[config.mk]
export PLATFORM = sky130hd
export DESIGN_NAME = match_controller
export DESIGN_NICKNAME = d
export VERILOG_FILES = /design/src/rtl/match_controller_pkg.sv /design/src/rtl/match_controller_bcd2_counter.sv /design/src/rtl/match_controller.sv
export SDC_FILE = /design/constraint.sdc
export NUM_CORES = 1
export LEC_CHECK = 0
export BUFFER_PORTS_ARGS = -buffer_cell sky130_fd_sc_hd__buf_4
export CAP_MARGIN = 20
export CORE_AREA = 2 2 87 55
export DETAILED_ROUTE_END_ITERATION = 6
export DIE_AREA = 0 0 89 57
export PLACE_DENSITY = 0.69
export SETUP_SLACK_MARGIN = 0.4
export SYNTH_ARGS = -nofsm -noshare
export SYNTH_HDL_FRONTEND = slang
export SYNTH_SLANG_ARGS = --single-unit
[constraint.sdc]
create_clock -name clk -period 4.6 [get_ports clk]
set_clock_uncertainty 0.15 [all_clocks]
set_input_delay 0.23 -clock clk [delete_from_list [all_inputs] [get_ports clk]]
set_output_delay 0.23 -clock clk [all_outputs]
set_load 0.01 [all_outputs]
[src/rtl/match_controller_pkg.sv]
// Shared types, widths and BCD helpers for the timed match controller.
package match_controller_pkg;

    localparam int unsigned DIGIT_W = 4;
    localparam int unsigned BCD2_W  = 2 * DIGIT_W;

    localparam int unsigned PRE_SEC_DEF = 3;
    localparam int unsigned GAME_T1_DEF = 6;
    localparam int unsigned GAME_T0_DEF = 0;

    typedef enum logic [1:0] {
        ST_IDLE   = 2'd0,
        ST_PRE    = 2'd1,
        ST_PLAY   = 2'd2,
        ST_FINISH = 2'd3
    } state_e;

    // Two-digit BCD increment, saturating at 99.
    function automatic logic [BCD2_W-1:0] bcd_inc(input logic [BCD2_W-1:0] v);
        logic [DIGIT_W-1:0] d1;
        logic [DIGIT_W-1:0] d0;
        d1 = v[BCD2_W-1:DIGIT_W];
        d0 = v[DIGIT_W-1:0];
        if (d0 != 4'd9)      return {d1, d0 + 4'd1};
        else if (d1 != 4'd9) return {d1 + 4'd1, 4'd0};
        else                 return v;
    endfunction

    // Two-digit BCD decrement, saturating at 00.
    function automatic logic [BCD2_W-1:0] bcd_dec(input logic [BCD2_W-1:0] v);
        logic [DIGIT_W-1:0] d1;
        logic [DIGIT_W-1:0] d0;
        d1 = v[BCD2_W-1:DIGIT_W];
        d0 = v[DIGIT_W-1:0];
        if (d0 != 4'd0)      return {d1, d0 - 4'd1};
        else if (d1 != 4'd0) return {d1 - 4'd1, 4'd9};
        else                 return v;
    endfunction

endpackage

[src/rtl/match_controller_bcd2_counter.sv]
// Two-digit BCD register: sync load, saturating inc/dec, async reset to RST_VAL.
module bcd2_counter
    import match_controller_pkg::*;
#(
    parameter int unsigned RST_VAL = 0
) (
    input  logic              clk,
    input  logic              rst,
    input  logic              load,
    input  logic [BCD2_W-1:0] load_val,
    input  logic              inc,
    input  logic              dec,
    output logic [BCD2_W-1:0] val
);

    logic [BCD2_W-1:0] val_q;
    logic [BCD2_W-1:0] val_d;

    // Load has priority over inc, inc over dec.
    always_comb begin
        val_d = val_q;
        if (load)     val_d = load_val;
        else if (inc) val_d = bcd_inc(val_q);
        else if (dec) val_d = bcd_dec(val_q);
    end

    always_ff @(posedge clk or posedge rst) begin
        if (rst) val_q <= BCD2_W'(RST_VAL);
        else     val_q <= val_d;
    end

    assign val = val_q;

endmodule

[src/rtl/match_controller.sv]
// Match sequencer: IDLE -> PRE countdown -> timed PLAY -> FINISH, with score and best-score tracking.
module match_controller
    import match_controller_pkg::*;
#(
    parameter int unsigned PRE_SEC = PRE_SEC_DEF,
    parameter int unsigned GAME_T1 = GAME_T1_DEF,
    parameter int unsigned GAME_T0 = GAME_T0_DEF
) (
    input  logic               clk,
    input  logic               rst,
    input  logic               tick,
    input  logic               start,
    input  logic               goal,
    output logic               tick_clr,
    output logic [1:0]         state,
    output logic [DIGIT_W-1:0] time_d1,
    output logic [DIGIT_W-1:0] time_d0,
    output logic [DIGIT_W-1:0] score_d1,
    output logic [DIGIT_W-1:0] score_d0,
    output logic [DIGIT_W-1:0] best_d1,
    output logic [DIGIT_W-1:0] best_d0,
    output logic               new_best
);

    localparam int unsigned      GAME_VAL = GAME_T1 * 16 + GAME_T0;
    localparam logic [BCD2_W-1:0] GAME_LD  = BCD2_W'(GAME_VAL);
    localparam logic [BCD2_W-1:0] PRE_LD   = BCD2_W'(PRE_SEC);

    state_e            state_q, state_d;
    logic [BCD2_W-1:0] best_q, best_d;
    logic              new_best_q, new_best_d;
    logic              tick_clr_q, tick_clr_d;

    logic [BCD2_W-1:0] time_val, score_val, score_fin, tmr_ld_val;
    logic              tmr_load, tmr_dec, scr_load, scr_inc, time_is_one;

    assign time_is_one = (time_val == BCD2_W'(1));
    // Score as it will stand after this edge, so a coincident goal counts toward best.
    assign score_fin   = goal ? bcd_inc(score_val) : score_val;

    always_comb begin
        state_d    = state_q;
        best_d     = best_q;
        new_best_d = new_best_q;
        tick_clr_d = 1'b0;
        tmr_load   = 1'b0;
        tmr_ld_val = GAME_LD;
        tmr_dec    = 1'b0;
        scr_load   = 1'b0;
        scr_inc    = 1'b0;
        case (state_q)
            ST_IDLE, ST_FINISH: begin
                if (start) begin
                    state_d    = ST_PRE;
                    tmr_load   = 1'b1;
                    tmr_ld_val = PRE_LD;
                    scr_load   = 1'b1;
                    new_best_d = 1'b0;
                    tick_clr_d = 1'b1;
                end
            end
            ST_PRE: begin
                if (tick) begin
                    if (time_is_one) begin
                        state_d  = ST_PLAY;
                        tmr_load = 1'b1;
                    end else begin
                        tmr_dec = 1'b1;
                    end
                end
            end
            ST_PLAY: begin
                scr_inc = goal;
                if (tick) begin
                    tmr_dec = 1'b1;
                    if (time_is_one) begin
                        state_d = ST_FINISH;
                        // Packed BCD compares correctly as plain binary.
                        if (score_fin > best_q) begin
                            best_d     = score_fin;
                            new_best_d = 1'b1;
                        end
                    end
                end
            end
            default: state_d = ST_IDLE;
        endcase
    end

    always_ff @(posedge clk or posedge rst) begin
        if (rst) begin
            state_q    <= ST_IDLE;
            best_q     <= '0;
            new_best_q <= 1'b0;
            tick_clr_q <= 1'b0;
        end else begin
            state_q    <= state_d;
            best_q     <= best_d;
            new_best_q <= new_best_d;
            tick_clr_q <= tick_clr_d;
        end
    end

    bcd2_counter #(.RST_VAL(GAME_VAL)) u_timer (
        .clk      (clk),
        .rst      (rst),
        .load     (tmr_load),
        .load_val (tmr_ld_val),
        .inc      (1'b0),
        .dec      (tmr_dec),
        .val      (time_val)
    );

    bcd2_counter #(.RST_VAL(0)) u_score (
        .clk      (clk),
        .rst      (rst),
        .load     (scr_load),
        .load_val ('0),
        .inc      (scr_inc),
        .dec      (1'b0),
        .val      (score_val)
    );

    assign state    = state_q;
    assign tick_clr = tick_clr_q;
    assign new_best = new_best_q;
    assign time_d1  = time_val[BCD2_W-1:DIGIT_W];
    assign time_d0  = time_val[DIGIT_W-1:0];
    assign score_d1 = score_val[BCD2_W-1:DIGIT_W];
    assign score_d0 = score_val[DIGIT_W-1:0];
    assign best_d1  = best_q[BCD2_W-1:DIGIT_W];
    assign best_d0  = best_q[DIGIT_W-1:0];

endmodule
==> results.py, run 1 <==
metrics = {
    "floorplanning": {
        "initial_utilization_pct": 42.6,
        "io-pin-count": 33,
        "core_sq_mm": 0.00437,
        "dieHeight_um": 57,
        "die-area_sq_mm": 0.00507,
        "core.rowCount": 19,
        "fp.dieW_um": 89,
    },
    "critical_path": {
        "crit_path_cell_trace": "ha_1, and3b_1, and3_1, mux2i_1, ha_1, a21oi_1, o211ai_1, o2111ai_4, mux2_2",
        "crit_required_ns": 4.62,
        "crit_fanout": 11,
        "cpMostUsedCell": "ha_1",
        "path_class": "reg2reg",
        "cp.buffers_inverters": 0,
        "critPathTopFamily": "compound AO/OA/AOI/OAI gates",
        "critPathSlowestCell": "dfrtp_1",
        "endpoint_kind": "flip-flop",
        "startpoint_type": "flip-flop",
        "arrival_ns": 3.32,
        "worst_path_largest_cell_delay_ns": 0.54,
    },
    "cts": {
        "clk_pin_slew_worst_paths_ns": 0.10,
        "cts_sinks": 28,
        "clockBufferDepth": 2,
        "cts.htree.levels": 1,
        "cts_made_buffers": 3,
        "insertion_delay_ns": 0.28,
        "cts_tree": "done",
        "cts_setup_buffers": 0,
        "root_buffer": "clkbuf_8",
    },
    "job": {
        "drv_cap": 0,
    },
    "placement": {
        "routabilityCongestion": 0.834,
        "dp_cells": 286,
        "dp_hpwl_um": 3140,
        "place.port_buffers": 32,
    },
    "hold_path": {
        "hold_class": "in2reg",
    },
    "synth": {
        "synth_ff_type": "dfrtp_1",
        "synth_top_area_share_pct": 34.9,
        "synth_top_area_cell": "dfrtp_1",
        "syn_nets": 215,
        "ys_ff_latch": 28,
        "synth_cells": 193,
        "synth_edf_count": 0,
        "yosysSeqAreaShare_pct": 37.7,
        "netlist_top_cells_area": "dfrtp_1 (35%), ha_1 (11%), mux2_2 (4.8%), a21oi_1 (4.0%), inv_1 (3.6%)",
        "yosysWarnings": 0,
        "async_flop_share_pct": 100,
        "ys_types": 48,
        "syn_area_per_cell_sq_um": 9.65,
        "synthTopCellsByCount": "dfrtp_1 (26), inv_1 (18), ha_1 (17)",
        "synth.most_common_cell": "dfrtp_1",
        "syn_area_sq_mm": 0.00186,
    },
    "power": {
        "power_density_mw_per_mm2": 451,
        "total_power_uw": 1010,
        "max-vdd-ir-drop_uv": 272,
        "p_leak_uw": 0.00111,
    },
    "detailed_routing": {
        "wl_per_cell_um": 14.0,
        "first_iter_violations": 117,
        "drt_wl_total_um": 4080,
        "drt_pass1_iterations": 4,
        "drcViolationCount": 0,
        "via_per_inst": 5.16,
        "vias": 1501,
        "ant_nets": 0,
    },
    "global_route": {
        "grt_pass1_wl_um": 6980,
        "grt_usage_pct": 17.6,
        "grt_max_degree": 29,
        "grt-ovfl-total": 0,
        "grt_pass1_vias": 1405,
        "antenna_found_initial": 0,
    },
    "outcome": {
        "status": "completed",
    },
    "cells_and_area": {
        "nNetsFinal": 251,
        "instances_no_fill": 291,
        "area_growth_pct": 20.3,
        "drive_gt1_share_pct": 25.9,
        "diodes": 0,
    },
    "sta": {
        "rsz0062_at_grt": "false",
        "slew_headroom_pct": 74.2,
        "finalHoldViolCount": 0,
        "period_needed_ns": 3.31,
        "setup_tns_ns": 0,
        "max_clock_freq_mhz": 302,
        "finalSetupViolCount": 0,
        "final_max_slew_viol_count": 0,
        "finalCritPeriodShare_pct": 71.9,
        "tightest_slew_ns": 0.385,
    },
}
## power breakdown
group	internal, uW	total [uW]	switching (uW)
clock network	76.7	156	78.8
registers	300	369	68.6
logic	220	488	267
total	597	1010	415
## worst register-to-register path, cell delays in order, from the launching register on
cell and delay [ns]:
dfrtp_1 0.54, ha_1 0.23, and3b_1 0.39, and3_1 0.27, mux2i_1 0.26, ha_1 0.28
a21oi_1 0.17, o211ai_1 0.15, o2111ai_4 0.38, mux2_2 0.39
## flip-flops by register name (all words and copies together), names as in the netlist
name and flops:
best_q 8, new_best 1, state 2, tick_clr 1
u_score.val 8, u_timer.val 8
## per-stage QoR
step           setup WS (ns)  utilization, %  hold WS, ns  area, sq um
3_5_place_dp            1.35            49.8        0.193         2180
3_3_place_gp            1.47            49.8        0.186         2180
4_1_cts                 1.30            51.3        0.135         2240
6_report                1.29            51.3        0.143         2240
2_1_floorplan           1.68               -        0.144         1860
5_1_grt                 1.07            51.3        0.175         2240
## repair_timing
item,CTS,global route
hold endpoints to repair,26,0
gates resized for setup,0,0
endpoints found under the setup margin,0,0
hold buffers,1,0
## metal layers
| metal | global-route usage [%] | part of all wire [%] |
|---|---|---|
| met3 | 3.33 | 4.8 |
| met5 | 0 | 0 |
| met4 | 2.35 | 0.54 |
| met1 | 29.8 | 55 |
| met2 | 23.2 | 39 |
## path summary, 6_finish.rpt
kind                                 from        endpoint  slack (ns)  cells after the start
min reg2reg                     best_q[4]       best_q[4]        0.39                      1
min                                 start        state[1]        0.14                      3
min in group asynchronous             rst  u_timer.val[7]        0.42                      4
max                        u_score.val[0]       best_q[5]        1.29                      9
max in group asynchronous             rst  u_timer.val[6]        3.58                      4
max reg2reg                u_score.val[0]       best_q[5]        1.29                      9
## cells by family (layout without fill, tap and decap cells)
group | after synthesis | in the layout | synth area share, %
AOI/OAI and AO/OA | 43 | 43 | 15.5
xor gates and xnor gates | 5 | 5 | 2.35
adders and majority gates | 17 | 17 | 11.4
buffers and inverters | 22 | 57 | 4.50
DFF | 28 | 28 | 37.7
muxes | 14 | 14 | 8.06
and+or+nand+nor | 64 | 64 | 20.4
## placed cells by master (no fill, tap or decap), types with 2 or more instances in the layout
| cell | Yosys | layout |
|---|---|---|
| or3_1 | 3 | 3 |
| buf_4 | 0 | 33 |
| o211ai_1 | 2 | 2 |
| and3_1 | 3 | 3 |
| a211oi_1 | 2 | 2 |
| dfrtp_1 | 26 | 26 |
| dfstp_2 | 2 | 2 |
| nand4_1 | 5 | 5 |
| ha_1 | 17 | 17 |
| nor2b_1 | 6 | 6 |
| xor2_1 | 2 | 2 |
| mux2i_1 | 6 | 6 |
| inv_1 | 18 | 18 |
| or3b_2 | 2 | 2 |
| a21oi_1 | 15 | 15 |
| xnor2_1 | 3 | 3 |
| clkbuf_8 | 0 | 4 |
| nand2_1 | 15 | 15 |
| nand3_1 | 4 | 4 |
| a31oi_1 | 2 | 2 |
| o21ai_0 | 10 | 10 |
| mux2_2 | 8 | 8 |
| nand3b_1 | 3 | 3 |
| nor2_1 | 11 | 11 |
| or2_2 | 2 | 2 |
## cell type report
class                           count  area, sq um
Fill cell                         445         2130
Sequential cell                    28          703
Clock buffer                        4         55.1
Inverter                           19         71.3
Multi-Input combinational cell    143         1080
Timing Repair Buffer               34          258
Tap cell                           63         78.8
Power figures use the tool's default switching activity.
==> run 2, diff against run 1 <==
--- a/config.mk
+++ b/config.mk
@@ -5,12 +5,13 @@
 export SDC_FILE = /design/constraint.sdc
 export NUM_CORES = 1
 export LEC_CHECK = 0
+export ABC_AREA = 1
 export BUFFER_PORTS_ARGS = -buffer_cell sky130_fd_sc_hd__buf_4
 export CAP_MARGIN = 20
-export CORE_AREA = 2 2 87 55
+export CORE_AREA = 2 2 90 57
 export DETAILED_ROUTE_END_ITERATION = 6
-export DIE_AREA = 0 0 89 57
-export PLACE_DENSITY = 0.69
+export DIE_AREA = 0 0 92 59
+export PLACE_DENSITY = 0.71
 export SETUP_SLACK_MARGIN = 0.4
 export SYNTH_ARGS = -nofsm -noshare
 export SYNTH_HDL_FRONTEND = slang
==> constraint.sdc (replaced) <==
create_clock -name clk -period 3 [get_ports clk]
set_clock_uncertainty 0.15 [all_clocks]
set_input_delay 0.15 -clock clk [delete_from_list [all_inputs] [get_ports clk]]
set_output_delay 0.15 -clock clk [all_outputs]
set_load 0.01 [all_outputs]
==> run 2 against run 1 <==
Total power increased by 110%. Utilization grew 7.6 points. Clock-buffer cell count did not move. Combinational power rose to 2.8 times the previous value. Largest cell class unchanged. Sequential share of layout area down 4.9 points. Global-route usage is 0.97 points higher. Synthesized area increased by 7.5%. Cell count is 31% higher. First-iteration DRC count is 7.7% higher. Die area increased by 7.0%. Setup slack got worse by 0.90 ns.
==> results.py, run 2 <==
metrics = {
    "cts": {
        "insertion_delay_ns": 0.29,
        "cts_made_buffers": 3,
        "cts.htree.levels": 1,
        "cts_sinks": 28,
        "root_buffer": "clkbuf_8",
        "clk_pin_slew_worst_paths_ns": 0.10,
        "clockBufferDepth": 2,
        "cts_tree": "done",
    },
    "synth": {
        "async_flop_share_pct": 100,
        "synth_top_area_cell": "dfrtp_1",
        "synthTopCellsByCount": "nand2_1 (80), inv_1 (38), dfrtp_1 (26)",
        "ys_ff_latch": 28,
        "synth_top_area_share_pct": 32.5,
        "synth_ff_type": "dfrtp_1",
        "netlist_top_cells_area": "dfrtp_1 (33%), nand2_1 (15%), ha_1 (11%), inv_1 (7.1%), nand3_1 (5.0%)",
        "synth.most_common_cell": "nand2_1",
        "yosysSeqAreaShare_pct": 35.1,
        "yosysWarnings": 0,
        "syn_nets": 293,
        "synth_edf_count": 0,
        "syn_area_per_cell_sq_um": 7.39,
        "synth_cells": 271,
        "syn_area_sq_mm": 0.00200,
        "ys_types": 30,
    },
    "cells_and_area": {
        "drive_gt1_share_pct": 35.1,
        "nFillCells": 405,
        "mostFrequentLayoutCells": "nand2_1 (67), buf_4 (43), inv_1 (31)",
        "multi_input_comb_area_sq_mm": 0.00130,
        "fin_util_pct": 58.8,
        "diodes": 0,
        "nNetsFinal": 342,
        "final_common_cell": "nand2_1",
        "final-seq-area_sq_um": 704,
        "area_growth_pct": 32.8,
    },
    "job": {
        "drv_cap": 0,
    },
    "placement": {
        "routabilityCongestion": 0.906,
        "dp_hpwl_um": 3380,
        "place.port_buffers": 32,
    },
    "floorplanning": {
        "core.rowCount": 19,
        "initial_utilization_pct": 44.3,
        "die-area_sq_mm": 0.00543,
        "core_sq_mm": 0.00452,
        "io-pin-count": 33,
        "dieHeight_um": 59,
        "fp.dieW_um": 92,
    },
    "sta": {
        "final_max_slew_viol_count": 0,
        "slew_headroom_pct": 56.5,
        "tightest_slew_ns": 0.652,
        "finalCritPeriodShare_pct": 86.7,
        "max_clock_freq_mhz": 384,
        "setup_tns_ns": 0,
        "finalSetupViolCount": 0,
        "finalHoldViolCount": 0,
        "rsz0062_at_grt": "true",
        "period_needed_ns": 2.60,
    },
    "critical_path": {
        "startpoint_type": "flip-flop",
        "arrival_ns": 2.63,
        "endpoint_kind": "flip-flop",
        "crit_fanout": 5,
        "crit_required_ns": 3.02,
        "path_class": "reg2reg",
    },
    "detailed_routing": {
        "drcViolationCount": 0,
        "vias": 1884,
        "drt_wl_total_um": 4870,
        "wl_per_cell_um": 12.8,
        "via_per_inst": 4.93,
        "ant_nets": 0,
        "drt_pass1_iterations": 4,
        "first_iter_violations": 126,
    },
    "outcome": {
        "status": "completed",
    },
    "power": {
        "power_density_mw_per_mm2": 815,
        "p_leak_uw": 0.00136,
        "max-vdd-ir-drop_uv": 486,
    },
    "global_route": {
        "grt_pass1_wl_um": 7970,
        "grt_pass1_vias": 1659,
        "grt_max_degree": 16,
        "grt-ovfl-total": 0,
        "antenna_found_initial": 0,
        "grt_usage_pct": 18.5,
    },
    "hold_path": {
        "hold_class": "in2reg",
    },
}
[run 2: cell types whose count changed after synthesis, moves of 7 or more]
| cell | change |
|---|---|
| a21oi_1 | -9 |
| inv_1 | +20 |
| mux2_2 | -8 |
| nand2_1 | +65 |
| nand2_2 | +8 |
| nand3_1 | +16 |
| nor2_1 | +7 |
[run 2: final cells by class]
type / count / area share, %
multi-input cells: 200 / 49.1
flip-flops and latches: 28 / 26.5
repair buffers: 46 / 14.0
inverters: 41 / 5.79
well taps: 63 / 2.97
clock buffers: 4 / 1.69
[run 2: worst paths after layout]
kind / from / end / slack, ns / cells after the start
worst min-delay path: start / tick_clr / 0.02 / 3
worst max register to register: u_score.val[1] / new_best / 0.40 / 18
max in group asynchronous: rst / u_timer.val[6] / 1.75 / 4
worst min register to register: best_q[5] / best_q[5] / 0.37 / 2
worst max-delay path: u_score.val[1] / new_best / 0.40 / 18
min in group asynchronous: rst / best_q[1] / 0.35 / 3
[run 2: routing by layer]
metal | vias up | track usage, % | share of wire (%)
met4 | 0 | 2.56 | 0.47
li1 | 969 | - | -
met1 | 863 | 29.3 | 52
met5 | - | 0 | 0
met3 | 4 | 4.07 | 5.5
met2 | 48 | 26.5 | 42
[run 2: stage by stage]
stage | setup slack (ns) | cells | total power, uW | cell area [sq um] | hold WS, ns
detailed placement | 0.217 | 365 | 1750 | 2340 | 0.128
global placement | 0.292 | 364 | 1730 | 2310 | 0.300
finish | 0.398 | 382 | 2170 | 2660 | 0.0159
CTS | 0.401 | 375 | 2040 | 2470 | 0.0133
floorplan | 0.445 | 271 | 1410 | 2000 | 0.0639
global route | 0.267 | 382 | 2380 | 2660 | 0.0422
[run 2: power by group]
| group | switching, uW | internal [uW] | leakage, uW |
|---|---|---|---|
| Combinational | 808 | 549 | 0.000967 |
| Clock | 126 | 95.7 | 0.0000228 |
| Sequential | 101 | 487 | 0.000367 |
[run 2: timing repair]
| action | CTS | global route |
|---|---|---|
| pin swaps | 6 | 15 |
| hold buffers | 1 | 0 |
| gates resized for setup | 13 | 36 |
| hold endpoints to repair | 13 | 0 |
| gates cloned | 1 | 0 |
| setup endpoints to repair | 9 | 9 |
| buffers inserted | 4 | 7 |
[run 2: logic make-up (layout without fill, tap and decap cells)]
logic type,after synthesis,count (layout),share of synthesized area [%]
AND/OR/NAND/NOR,140,141,32.9
buffers and inverters,44,91,8.69
AO/OA/AOI/OAI,38,38,10.9
flip-flops,28,28,35.1
adder cells (fa/ha/maj),17,17,10.6
XOR/XNOR,4,4,1.75
[run 2: worst max-delay path, cell delays in order, from the launching register on]
cell and delay (ns):
dfrtp_1 0.40, inv_2 0.08, ha_4 0.14, nand2_4 0.06, nor2_4 0.17, nand2_4 0.09, inv_2 0.06, nand2_1 0.05
nand2_1 0.09, o21ai_2 0.07, ha_1 0.34, a21oi_2 0.18, nor2_2 0.06, nor2_2 0.14, nand2_4 0.10, nand2_4 0.07
nor2_1 0.04, nor2_1 0.12, nor2_1 0.05
==> run 3, diff against run 2 <==
--- a/config.mk
+++ b/config.mk
@@ -8,10 +8,10 @@
 export ABC_AREA = 1
 export BUFFER_PORTS_ARGS = -buffer_cell sky130_fd_sc_hd__buf_4
 export CAP_MARGIN = 20
-export CORE_AREA = 2 2 90 57
+export CORE_AREA = 8 8 96 63
 export DETAILED_ROUTE_END_ITERATION = 6
-export DIE_AREA = 0 0 92 59
-export PLACE_DENSITY = 0.71
+export DIE_AREA = 0 0 104 71
+export PLACE_DENSITY = 0.67
 export SETUP_SLACK_MARGIN = 0.4
 export SYNTH_ARGS = -nofsm -noshare
 export SYNTH_HDL_FRONTEND = slang
==> run 3 against run 2 <==
The run now ends with negative hold slack left. Critical path depth decreased by 1. Wire length increased by 9.6%. First-iteration DRC count increased by 11%. Largest cell class unchanged. Cell area increased by 0.19%. Die area increased by 36%. Cell count increased by 1.8%. Register-to-register slack got worse by 0.03 ns. Utilization decreased by 2.8 points. Critical path type unchanged.
==> results.py, run 3 (synthesis results as in run 2) <==
metrics = {
    "detailed_routing": {
        "drcViolationCount": 0,
        "first_iter_violations": 140,
        "vias": 1930,
        "via_per_inst": 4.96,
        "ant_nets": 0,
        "drt_wl_total_um": 5340,
        "drt_pass1_iterations": 4,
        "wl_per_cell_um": 13.7,
    },
    "critical_path": {
        "r2r_cells": 17,
        "startpoint_type": "flip-flop",
        "cpMostUsedCell": "nand2_1",
        "worst_path_largest_cell_delay_ns": 0.41,
        "crit_required_ns": 3.03,
        "critPathTopFamily": "simple AND/OR/NAND/NOR gates",
        "path_class": "reg2reg",
        "cp.buffers_inverters": 4,
        "crit_path_cell_trace": "inv_2, ha_4, nand2_4, nor2_4, nand2_4, inv_2, nand2_1, nand2_1, o21a_1, inv_1, ha_1, nand2_1, nor2_4, nand4_1, buf_4, nand3_4, o21ai_1",
        "endpoint_kind": "flip-flop",
        "critPathSlowestCell": "dfrtp_1",
        "crit_fanout": 7,
        "arrival_ns": 2.67,
        "worst-path-stages": 17,
    },
    "global_route": {
        "antenna_found_initial": 0,
        "grt_usage_pct": 13.2,
        "grt_max_degree": 29,
        "grt_pass1_vias": 1704,
        "grt_pass1_wl_um": 8200,
        "grt-ovfl-total": 0,
    },
    "cells_and_area": {
        "final_common_cell": "nand2_1",
        "fin_util_pct": 56.0,
        "nNetsFinal": 346,
        "drive_gt1_share_pct": 35.6,
        "area_growth_pct": 33.0,
        "fin_area_sq_mm": 0.00266,
        "diodes": 0,
        "mostFrequentLayoutCells": "nand2_1 (67), buf_4 (49), inv_1 (32)",
    },
    "job": {
        "drv_cap": 0,
    },
    "placement": {
        "dp_hpwl_um": 3590,
        "place.port_buffers": 32,
        "routabilityCongestion": 0.919,
        "dpl-instance-area_sq_mm": 0.00232,
    },
    "cts": {
        "clockBufferDepth": 2,
        "clk_pin_slew_worst_paths_ns": 0.10,
        "root_buffer": "clkbuf_8",
        "insertion_delay_ns": 0.29,
        "cts_sinks": 28,
        "cts.htree.levels": 1,
        "cts_made_buffers": 3,
        "cts_tree": "done",
    },
    "sta": {
        "final_max_slew_viol_count": 0,
        "slew_headroom_pct": 75.5,
        "tightest_slew_ns": 0.367,
        "hold_ws_ns": -0.00559,
        "period_needed_ns": 2.64,
        "finalHoldViolCount": 1,
        "finalSetupViolCount": 0,
        "finalCritPeriodShare_pct": 87.8,
        "setup_tns_ns": 0,
        "rsz0062_at_grt": "true",
        "max_clock_freq_mhz": 379,
    },
    "floorplanning": {
        "core_sq_mm": 0.00475,
        "die-area_sq_mm": 0.00738,
        "io-pin-count": 33,
        "dieHeight_um": 71,
        "fp.dieW_um": 104,
        "initial_utilization_pct": 42.1,
        "core.rowCount": 20,
    },
    "hold_path": {
        "hold_class": "in2reg",
        "holdPathStages": 3,
    },
    "outcome": {
        "violations": "negative hold slack",
        "status": "complete, but fails checks",
    },
    "power": {
        "p_leak_uw": 0.00137,
        "power_density_mw_per_mm2": 845,
        "max-vdd-ir-drop_uv": 515,
    },
}
run 3: final timing paths:
path | startpoint | endpoint | slack [ns]
worst max register to register | u_score.val[1] | best_q[0] | 0.36
max in group asynchronous | rst | u_timer.val[6] | 2.06
worst min register to register | best_q[3] | best_q[3] | 0.37
worst max-delay path | u_score.val[1] | best_q[0] | 0.36
worst min-delay path | start | tick_clr | -0.006
min in group asynchronous | rst | tick_clr | 0.33
run 3: what timing repair did:
action	in CTS	in global routing
hold endpoints to repair	26	0
pin swaps	6	17
gates resized for setup	11	33
setup endpoints to repair	9	9
cloned	1	0
buffers inserted	6	9
hold buffers	1	0
run 3: layout make-up:
class / count / area, sq um
Fill cell: 454 / 2090
Multi-Input combinational cell: 200 / 1290
Inverter: 41 / 154
Clock buffer: 4 / 55.1
Timing Repair Buffer: 50 / 378
Tap cell: 66 / 82.6
Sequential cell: 28 / 704
run 3: power by group:
part	total, uW	internal, uW	switching [uW]	leakage [uW]
combinational	1410	570	840	0.000973
sequential	592	487	106	0.000367
clock	248	118	130	0.0000288
run 3: worst min-delay path: cells and delay by family:
family / cells / cell delay, ns
buffers and inverters: 2 / 0.15
and+or+nand+nor: 1 / 0.09
run 3: stage by stage:
step | total power [uW] | setup WS, ns | cells
2_1_floorplan | 1410 | 0.445 | 271
3_3_place_gp | 1750 | 0.277 | 368
3_5_place_dp | 1760 | 0.221 | 368
4_1_cts | 2070 | 0.405 | 380
5_1_grt | 2460 | 0.191 | 389
6_report | 2250 | 0.365 | 389
run 3: routing by layer:
metal / up-vias / part of all wire [%] / wire, um / global-route usage (%)
met5: - / 0 / 0 / 0
met4: 0 / 1.2 / 63 / 4.15
met3: 9 / 6.4 / 344 / 3.08
met2: 62 / 44 / 2350 / 18.3
met1: 888 / 48 / 2580 / 19.3
li1: 971 / - / - / -
